[src/rtl/arb_pkg.sv]
// Shared definitions for the data-memory arbiter: port identifiers and
// default parameter values used by the arbiter, its interface and sub-blocks.
package arb_pkg;

   // Port identifiers; the last-granted pointer is stored in this type.
   typedef enum logic {
      PORT_CPU = 1'b0,
      PORT_EXT = 1'b1
   } port_id_t;

   // Default number of consecutive cycles port 1 may wait under CPU priority.
   localparam int STARVE_LIMIT_DEFAULT = 4;

   // Default data-memory geometry.
   localparam int AW_DEFAULT = 8;
   localparam int DW_DEFAULT = 16;

endpackage

[src/rtl/dmem_arbiter_if.sv]
// Bus bundle between two requesting ports, the arbiter and a synchronous RAM.
// The slave modport is the arbiter's view; master is the requester/RAM side.
interface dmem_arbiter_if
   import arb_pkg::*;
#(
   parameter int AW = AW_DEFAULT,
   parameter int DW = DW_DEFAULT
);
   logic          cpu_prio;
   logic          req0;
   logic          req1;
   logic          wr0;
   logic          wr1;
   logic [AW-1:0] addr0;
   logic [AW-1:0] addr1;
   logic [DW-1:0] wdata0;
   logic [DW-1:0] wdata1;
   logic          gnt0;
   logic          gnt1;
   logic          rvalid0;
   logic          rvalid1;
   logic [DW-1:0] rdata0;
   logic [DW-1:0] rdata1;
   logic [AW-1:0] mem_addr;
   logic          mem_wr;
   logic [DW-1:0] mem_wdata;
   logic [DW-1:0] mem_rdata;

   modport slave (
      input  cpu_prio, req0, req1, wr0, wr1, addr0, addr1, wdata0, wdata1, mem_rdata,
      output gnt0, gnt1, rvalid0, rvalid1, rdata0, rdata1, mem_addr, mem_wr, mem_wdata
   );

   modport master (
      output cpu_prio, req0, req1, wr0, wr1, addr0, addr1, wdata0, wdata1, mem_rdata,
      input  gnt0, gnt1, rvalid0, rvalid1, rdata0, rdata1, mem_addr, mem_wr, mem_wdata
   );

endinterface

[src/rtl/dmem_arbiter_starve_counter.sv]
// Counts consecutive cycles that port 1 waits without a grant, saturating at
// LIMIT. limit_hit tells the arbiter to hand port 1 the next priority tie.
module starve_counter
   import arb_pkg::*;
#(
   parameter int LIMIT = STARVE_LIMIT_DEFAULT
) (
   input  logic clk,
   input  logic reset,
   input  logic waiting,
   input  logic granted,
   output logic limit_hit
);

   localparam int CW = $clog2(LIMIT + 1);

   logic [CW-1:0] cnt_reg;
   logic [CW-1:0] cnt_next;

   // Clear when port 1 is served or stops asking; otherwise count up to LIMIT.
   always_comb begin
      cnt_next = cnt_reg;
      if (!waiting || granted) begin
         cnt_next = '0;
      end else if (cnt_reg != CW'(LIMIT)) begin
         cnt_next = cnt_reg + CW'(1);
      end
   end

   // Counter register with synchronous reset.
   always_ff @(posedge clk) begin
      if (reset) begin
         cnt_reg <= '0;
      end else begin
         cnt_reg <= cnt_next;
      end
   end

   assign limit_hit = (cnt_reg == CW'(LIMIT));

endmodule

[src/rtl/dmem_arbiter.sv]
// Two-port arbiter in front of a single synchronous data memory. Grants are
// combinational and the access issues in the grant cycle; read data returns
// one cycle later with a registered rvalid on the port that asked for it.
module dmem_arbiter
   import arb_pkg::*;
#(
   parameter int STARVE_LIMIT = STARVE_LIMIT_DEFAULT,
   parameter int AW           = AW_DEFAULT,
   parameter int DW           = DW_DEFAULT
) (
   input  logic           clk,
   input  logic           reset,
   dmem_arbiter_if.slave  bus
);

   port_id_t      last_reg;
   logic          rvalid0_reg;
   logic          rvalid1_reg;
   logic          limit_hit;
   logic          gnt0;
   logic          gnt1;
   logic [AW-1:0] mem_addr_next;
   logic          mem_wr_next;
   logic [DW-1:0] mem_wdata_next;

   starve_counter #(
      .LIMIT (STARVE_LIMIT)
   ) u_starve (
      .clk       (clk),
      .reset     (reset),
      .waiting   (bus.req1),
      .granted   (gnt1),
      .limit_hit (limit_hit)
   );

   // Grant decision: a lone requester always wins; ties go by mode.
   always_comb begin
      gnt0 = 1'b0;
      gnt1 = 1'b0;
      if (!reset) begin
         if (bus.req0 && bus.req1) begin
            if (bus.cpu_prio) begin
               gnt0 = !limit_hit;
               gnt1 = limit_hit;
            end else begin
               gnt0 = (last_reg == PORT_EXT);
               gnt1 = (last_reg == PORT_CPU);
            end
         end else begin
            gnt0 = bus.req0;
            gnt1 = bus.req1;
         end
      end
   end

   // Route the granted port onto the memory bus; idle bus is all zeros.
   always_comb begin
      mem_addr_next  = '0;
      mem_wr_next    = 1'b0;
      mem_wdata_next = '0;
      if (gnt0) begin
         mem_addr_next  = bus.addr0;
         mem_wr_next    = bus.wr0;
         mem_wdata_next = bus.wdata0;
      end else if (gnt1) begin
         mem_addr_next  = bus.addr1;
         mem_wr_next    = bus.wr1;
         mem_wdata_next = bus.wdata1;
      end
   end

   // Last-granted pointer and one-deep read-return pipe per port.
   always_ff @(posedge clk) begin
      if (reset) begin
         last_reg    <= PORT_EXT;
         rvalid0_reg <= 1'b0;
         rvalid1_reg <= 1'b0;
      end else begin
         if (gnt0) begin
            last_reg <= PORT_CPU;
         end else if (gnt1) begin
            last_reg <= PORT_EXT;
         end
         rvalid0_reg <= gnt0 && !bus.wr0;
         rvalid1_reg <= gnt1 && !bus.wr1;
      end
   end

   assign bus.gnt0      = gnt0;
   assign bus.gnt1      = gnt1;
   assign bus.mem_addr  = mem_addr_next;
   assign bus.mem_wr    = mem_wr_next;
   assign bus.mem_wdata = mem_wdata_next;

   // A read in flight when reset rises must not surface during reset.
   assign bus.rvalid0   = rvalid0_reg && !reset;
   assign bus.rvalid1   = rvalid1_reg && !reset;
   assign bus.rdata0    = bus.mem_rdata;
   assign bus.rdata1    = bus.mem_rdata;

endmodule
[src/flat_wrapper.sv]
// flat-port wrapper written by rule: the top's interface ports become plain ports
module dmem_arbiter_flat import arb_pkg::*;
#(
   parameter int STARVE_LIMIT = STARVE_LIMIT_DEFAULT,
   parameter int AW           = AW_DEFAULT,
   parameter int DW           = DW_DEFAULT
)
  (clk, reset, bus_cpu_prio, bus_req0, bus_req1, bus_wr0, bus_wr1, bus_addr0, bus_addr1, bus_wdata0, bus_wdata1, bus_mem_rdata, bus_gnt0, bus_gnt1, bus_rvalid0, bus_rvalid1, bus_rdata0, bus_rdata1, bus_mem_addr, bus_mem_wr, bus_mem_wdata);
  dmem_arbiter_if #(.AW(AW), .DW(DW)) bus_i ();
  input  logic clk;
  input  logic reset;
  input wire logic [$bits(bus_i.cpu_prio)-1:0] bus_cpu_prio;
  input wire logic [$bits(bus_i.req0)-1:0] bus_req0;
  input wire logic [$bits(bus_i.req1)-1:0] bus_req1;
  input wire logic [$bits(bus_i.wr0)-1:0] bus_wr0;
  input wire logic [$bits(bus_i.wr1)-1:0] bus_wr1;
  input wire logic [$bits(bus_i.addr0)-1:0] bus_addr0;
  input wire logic [$bits(bus_i.addr1)-1:0] bus_addr1;
  input wire logic [$bits(bus_i.wdata0)-1:0] bus_wdata0;
  input wire logic [$bits(bus_i.wdata1)-1:0] bus_wdata1;
  input wire logic [$bits(bus_i.mem_rdata)-1:0] bus_mem_rdata;
  output wire logic [$bits(bus_i.gnt0)-1:0] bus_gnt0;
  output wire logic [$bits(bus_i.gnt1)-1:0] bus_gnt1;
  output wire logic [$bits(bus_i.rvalid0)-1:0] bus_rvalid0;
  output wire logic [$bits(bus_i.rvalid1)-1:0] bus_rvalid1;
  output wire logic [$bits(bus_i.rdata0)-1:0] bus_rdata0;
  output wire logic [$bits(bus_i.rdata1)-1:0] bus_rdata1;
  output wire logic [$bits(bus_i.mem_addr)-1:0] bus_mem_addr;
  output wire logic [$bits(bus_i.mem_wr)-1:0] bus_mem_wr;
  output wire logic [$bits(bus_i.mem_wdata)-1:0] bus_mem_wdata;
  assign bus_i.cpu_prio = bus_cpu_prio;
  assign bus_i.req0 = bus_req0;
  assign bus_i.req1 = bus_req1;
  assign bus_i.wr0 = bus_wr0;
  assign bus_i.wr1 = bus_wr1;
  assign bus_i.addr0 = bus_addr0;
  assign bus_i.addr1 = bus_addr1;
  assign bus_i.wdata0 = bus_wdata0;
  assign bus_i.wdata1 = bus_wdata1;
  assign bus_i.mem_rdata = bus_mem_rdata;
  assign bus_gnt0 = bus_i.gnt0;
  assign bus_gnt1 = bus_i.gnt1;
  assign bus_rvalid0 = bus_i.rvalid0;
  assign bus_rvalid1 = bus_i.rvalid1;
  assign bus_rdata0 = bus_i.rdata0;
  assign bus_rdata1 = bus_i.rdata1;
  assign bus_mem_addr = bus_i.mem_addr;
  assign bus_mem_wr = bus_i.mem_wr;
  assign bus_mem_wdata = bus_i.mem_wdata;
  dmem_arbiter #(.STARVE_LIMIT(STARVE_LIMIT), .AW(AW), .DW(DW)) u_core (.clk(clk), .reset(reset), .bus(bus_i));
endmodule
[config.mk]
export PLATFORM = sky130hd
export DESIGN_NAME = dmem_arbiter_flat
export DESIGN_NICKNAME = d
export VERILOG_FILES = /design/src/rtl/arb_pkg.sv /design/src/rtl/dmem_arbiter_if.sv /design/src/rtl/dmem_arbiter_starve_counter.sv /design/src/rtl/dmem_arbiter.sv /design/src/flat_wrapper.sv
export SDC_FILE = /design/constraint.sdc
export NUM_CORES = 1
export LEC_CHECK = 0
export ABC_AREA = 0
export CORE_MARGIN = 10
export CORE_UTILIZATION = 31
export DETAILED_ROUTE_END_ITERATION = 10
export MAX_ROUTING_LAYER = met4
export PLACE_DENSITY = 0.9
export SLEW_MARGIN = 5
export SYNTH_ARGS = -nofsm -noshare
export SYNTH_HDL_FRONTEND = slang
export SYNTH_SLANG_ARGS = --single-unit
[constraint.sdc]
create_clock -name clk -period 3.6 [get_ports clk]
set_input_delay 0.9 -clock clk [delete_from_list [all_inputs] [get_ports clk]]
set_output_delay 0.9 -clock clk [all_outputs]
set_load 0.02 [all_outputs]
Word level (Yosys, flattened, before mapping)
Index checks and enable logic that the tools add are counted.
- bitwise gates (word level): 1
- reduce and logical (&&, ||, !) cells: 13
- equality and inequality tests: 2
- multiplexer cells: 14
- add/sub/neg operators: 1
- operators with widths (operator ; count):
    16-bit 2-to-1 mux ; 2
    8-bit 2-to-1 mux ; 2
    1-bit 2-to-1 mux ; 10
    1-bit logical AND ; 5
    1-bit logical NOT ; 5
    3-bit by 1-bit adder with 3-bit output (second input constant) ; 1
    3-bit equality test (second input constant) ; 1
    3-bit inequality test (second input constant) ; 1
    2-bit nonzero test ; 1
    2-bit OR reduction ; 1
    1-bit logical OR ; 1
    1-bit NOT ; 1
- register bits after elaboration: 6
- output and inout port bits: 61
- logic and storage cells: 35

Logic depth before layout (Yosys ltp)
- depth after elaboration: 6
- gate-level depth with buffers: 7
- gate-level depth less buffers: 5

Cells and area by module
Synthesis repeated with hierarchy kept, for this count alone.
- cell total of the unflattened synthesis: 101
- area total of the unflattened synthesis: 873.3 um^2
- by module, submodules not included (module ; area an instance (um^2) ; cells each ; times used):
    dmem_arbiter ; 703.2 ; 83 ; 1
    starve_counter ; 170.2 ; 18 ; 1

Worst setup path after synthesis
OpenSTA, ideal clock, no wires.
- kind: input port to output port
- start point: input port bus_cpu_prio
- end point: output port bus_mem_addr[0]
- stages on the path: 4
- required time: 2.700 ns
- arrival time: 1.967 ns
- path slack: 0.733 ns
- cell sequence: and3_4 o22a_1 buf_6 o32ai_1
- word-level cells in the longest chain between the ends: 5
- RTL lines (item ; line ; text):
    start, declared ; flat_wrapper.sv:12 ; input wire logic [$bits(bus_i.cpu_prio)-1:0] bus_cpu_prio;
    1-bit 2-to-1 mux ; dmem_arbiter.sv:42 ; if (bus.cpu_prio) begin
    1-bit 2-to-1 mux ; dmem_arbiter.sv:41 ; if (bus.req0 && bus.req1) begin
    1-bit 2-to-1 mux ; dmem_arbiter.sv:40 ; if (!reset) begin
    8-bit 2-to-1 mux ; dmem_arbiter.sv:65 ; end else if (gnt1) begin
    8-bit 2-to-1 mux (*) ; dmem_arbiter.sv:61 ; if (gnt0) begin
    end, declared ; flat_wrapper.sv:28 ; output wire logic [$bits(bus_i.mem_addr)-1:0] bus_mem_addr;
Mark *: on every way between the ends. The rest lies on a longest branch, timed or not.

Final worst setup path
- start point: input port bus_cpu_prio
- end point: output port bus_gnt0
- word-level cells in the longest chain between the ends: 3
- RTL lines (item ; line ; text):
    1-bit 2-to-1 mux ; dmem_arbiter.sv:42 ;
    1-bit 2-to-1 mux ; dmem_arbiter.sv:41 ;
    1-bit 2-to-1 mux ; dmem_arbiter.sv:40 ;
    end, declared ; flat_wrapper.sv:22 ; output wire logic [$bits(bus_i.gnt0)-1:0] bus_gnt0;
No other way between the ends.

==> results.yml <==
timing:
  hold_viol_final: 0
  timing.final.crit_share: 0.977
  fmax_ghz: 0.284
  clock_skew_ps: 0.680
  slew_violations: 0
  slew_headroom: 0.823
  whs_ps: 510
  tightest_slew_ps: 264
  setup_violations: 0
  fin_tns_setup_ps: 0
  rsz0062_at_grt: "no"
  period_needed_ps: 3520
yosys:
  synth_common_cells: "buf_4 (34), inv_1 (28), nand2b_1 (26)"
  synth_area_per_cell_sq_um: 8.10
  ys_seq_area_frac: 0.0976
  synthCells: 152
  synth_edf_count: 0
  synth_top_area_share: 0.238
  syn_nets: 225
  synth.cell_area_sq_um: 1230
  ys_warn_count: 0
  yosysMostFrequentCell: "buf_4"
  yosys_register_bits: 6
  ys_types: 28
  yosysTopAreaCell: "o32ai_2"
  synth.area.top_cells: "o32ai_2 (24%), buf_4 (21%), nand2b_1 (13%)"
  synth_ff_type: "dfxtp_1"
  async_flop_share: 0
layout:
  nets: 279
  drive_gt1_frac: 0.167
  fill_cells: 358
  largest_register_ffs: 3
  finish.instance_area_sq_um: 1910
  area_delta_synth_final_pct: 55.2
  final_cells: 252
  antenna_cells: 0
  final_core_util: 0.510
die:
  die-area_sq_um: 6890
  die_y_um: 83.0
  core_sq_um: 3740
  io_pins: 132
  die_w_um: 83.0
  start_util: 0.329
  rows: 22
worst_setup_path:
  arrival_ps: 2620
  crit_top_cell: "clkdlybuf4s50_1"
  r2r.worst_path.cells: 6
  critPathKind: "in -> out"
  timing.rr.end: "u_core.u_starve.cnt_reg[1]"
  r2r-start: "u_core.u_starve.cnt_reg[0]"
  cp-end-kind: "primary output"
  crit_path_start_kind: "input port"
  critPathRequiredTime_ps: 2700
  reg2reg_slack_ps: 2120
  crit_path_max_incr_delay_ps: 610
  crit_fanout: 3
  critPathSlowestCell: "clkdlybuf4s50_1"
  crit_chain: "clkdlybuf4s50_1 > and3_4 > o22a_1 > buf_4 > nor2_1 > clkdlybuf4s50_1"
grt:
  grt_max_degree: 46
  grt_overflow_total: 0
  grtUsageTotal: 0.104
  grt_pass1_vias: 1213
  grt_pass1_wl_mm: 5.85
  antenna_found_initial: 0
place:
  dpl.cell_count: 249
  globalplace.congestion: 0.734
  placed_area_sq_um: 1900
  dpl.hpwl_mm: 3.14
  portBuffers: 83
clock_tree:
  cts_sinks: 6
  cts.path.max_buffers: 2
  cts_buffers: 3
  cts_tree: "done"
  htree_levels: 1
  insertion_delay_ps: 220
  cts_root_buf: "clkbuf_8"
  post_cts_buffers: 0
  path_clk_slew_ps: 30
detailed_routing:
  drt_iter0_drc: 41
  dr_total_vias: 1147
  ant_nets: 0
  wl_per_cell_um: 14.9
  drc: 0
  viasPerCell: 4.55
  drtPass1Iterations: 4
  drt-total-wl_mm: 3.75
power:
  vdd_ir_drop_max_uv: 89.5
  leakage_nw: 0.858
  powerDensity_nw_per_um2: 202
hold_path:
  worstHoldPathType: "reg -> reg"
  holdPathEnd: "u_core.u_starve.cnt_reg[1]"
  worstHoldStart: "u_core.u_starve.cnt_reg[1]"
  whs_path_depth: 2
run_status:
  status: "completed"
job:
  drv_cap: 0
==> report_power, final <==
group	internal (mW)	switching, mW
sequential	0.0693	0.000868
clock	0.0716	0.0266
combinational	0.119	0.0978
total	0.260	0.125
==> metrics by stage <==
step	setup WS (ps)	total power [mW]
6_report	84.6	0.385
2_1_floorplan	733	0.238
4_1_cts	70.6	0.392
3_3_place_gp	-91.1	0.303
3_5_place_dp	-167	0.306
5_1_grt	8.91	0.408
==> kinds of logic after synthesis <==
logic type	count (synthesis)	share of synthesized area
buffers and inverters	71	0.347
and+or+nand+nor	40	0.198
AOI/OAI and AO/OA	32	0.330
DFF	6	0.0976
adders and majority gates	2	0.0203
xor gates and xnor gates	1	0.00712
==> area by class of cell <==
cell class	count	area, sq um	share of cell area
clock buffer	3	41.3	0.0216
inverter	28	105	0.0550
multi-input combinational	75	684	0.358
sequential	6	120	0.0629
tap	48	60.1	0.0314
timing repair buffer	92	900	0.471
==> worst max path at each step <==
stage	slack [ps]	startpoint	endpoint
after global routing	9	bus_cpu_prio	bus_gnt0
after CTS	70	bus_cpu_prio	bus_gnt0
after floorplan	730	bus_cpu_prio	bus_mem_addr[0]
after global placement	-90	bus_cpu_prio	bus_mem_addr[2]
after detailed placement	-170	bus_cpu_prio	bus_mem_addr[0]
final	80	bus_cpu_prio	bus_gnt0
==> what timing repair did <==
item | CTS | global route
hold buffers | 0 | 0
endpoints found under the setup margin | 25 | 0
gates resized for setup | 25 | 0
==> worst max-delay path, delay by kind of cell <==
kind / cells / cell delay, ps
simple gates: 2 / 280
compound gates: 1 / 230
buf+inv: 3 / 1210
==> cells in the final DEF, fill, tap and decap left out, types with 2 or more instances in the layout <==
| master | n |
|---|---|
| clkdlybuf4s50_1 | 57 |
| inv_1 | 28 |
| nand2b_1 | 26 |
| dlygate4sd2_1 | 25 |
| o32ai_2 | 18 |
| o32ai_1 | 7 |
| buf_4 | 6 |
| dfxtp_1 | 6 |
| nor2_1 | 3 |
| clkbuf_8 | 3 |
| buf_12 | 3 |
| nor2b_1 | 2 |
| nand2_1 | 2 |
| nor3_1 | 2 |
| ha_1 | 2 |
==> layer usage <==
| metal | routed length, um | GRT usage |
|---|---|---|
| met5 | 0 | - |
| met4 | 64 | 0.0477 |
| met3 | 177 | 0.0176 |
| met2 | 1970 | 0.191 |
| met1 | 1540 | 0.103 |
Power figures use the tool's default switching activity.
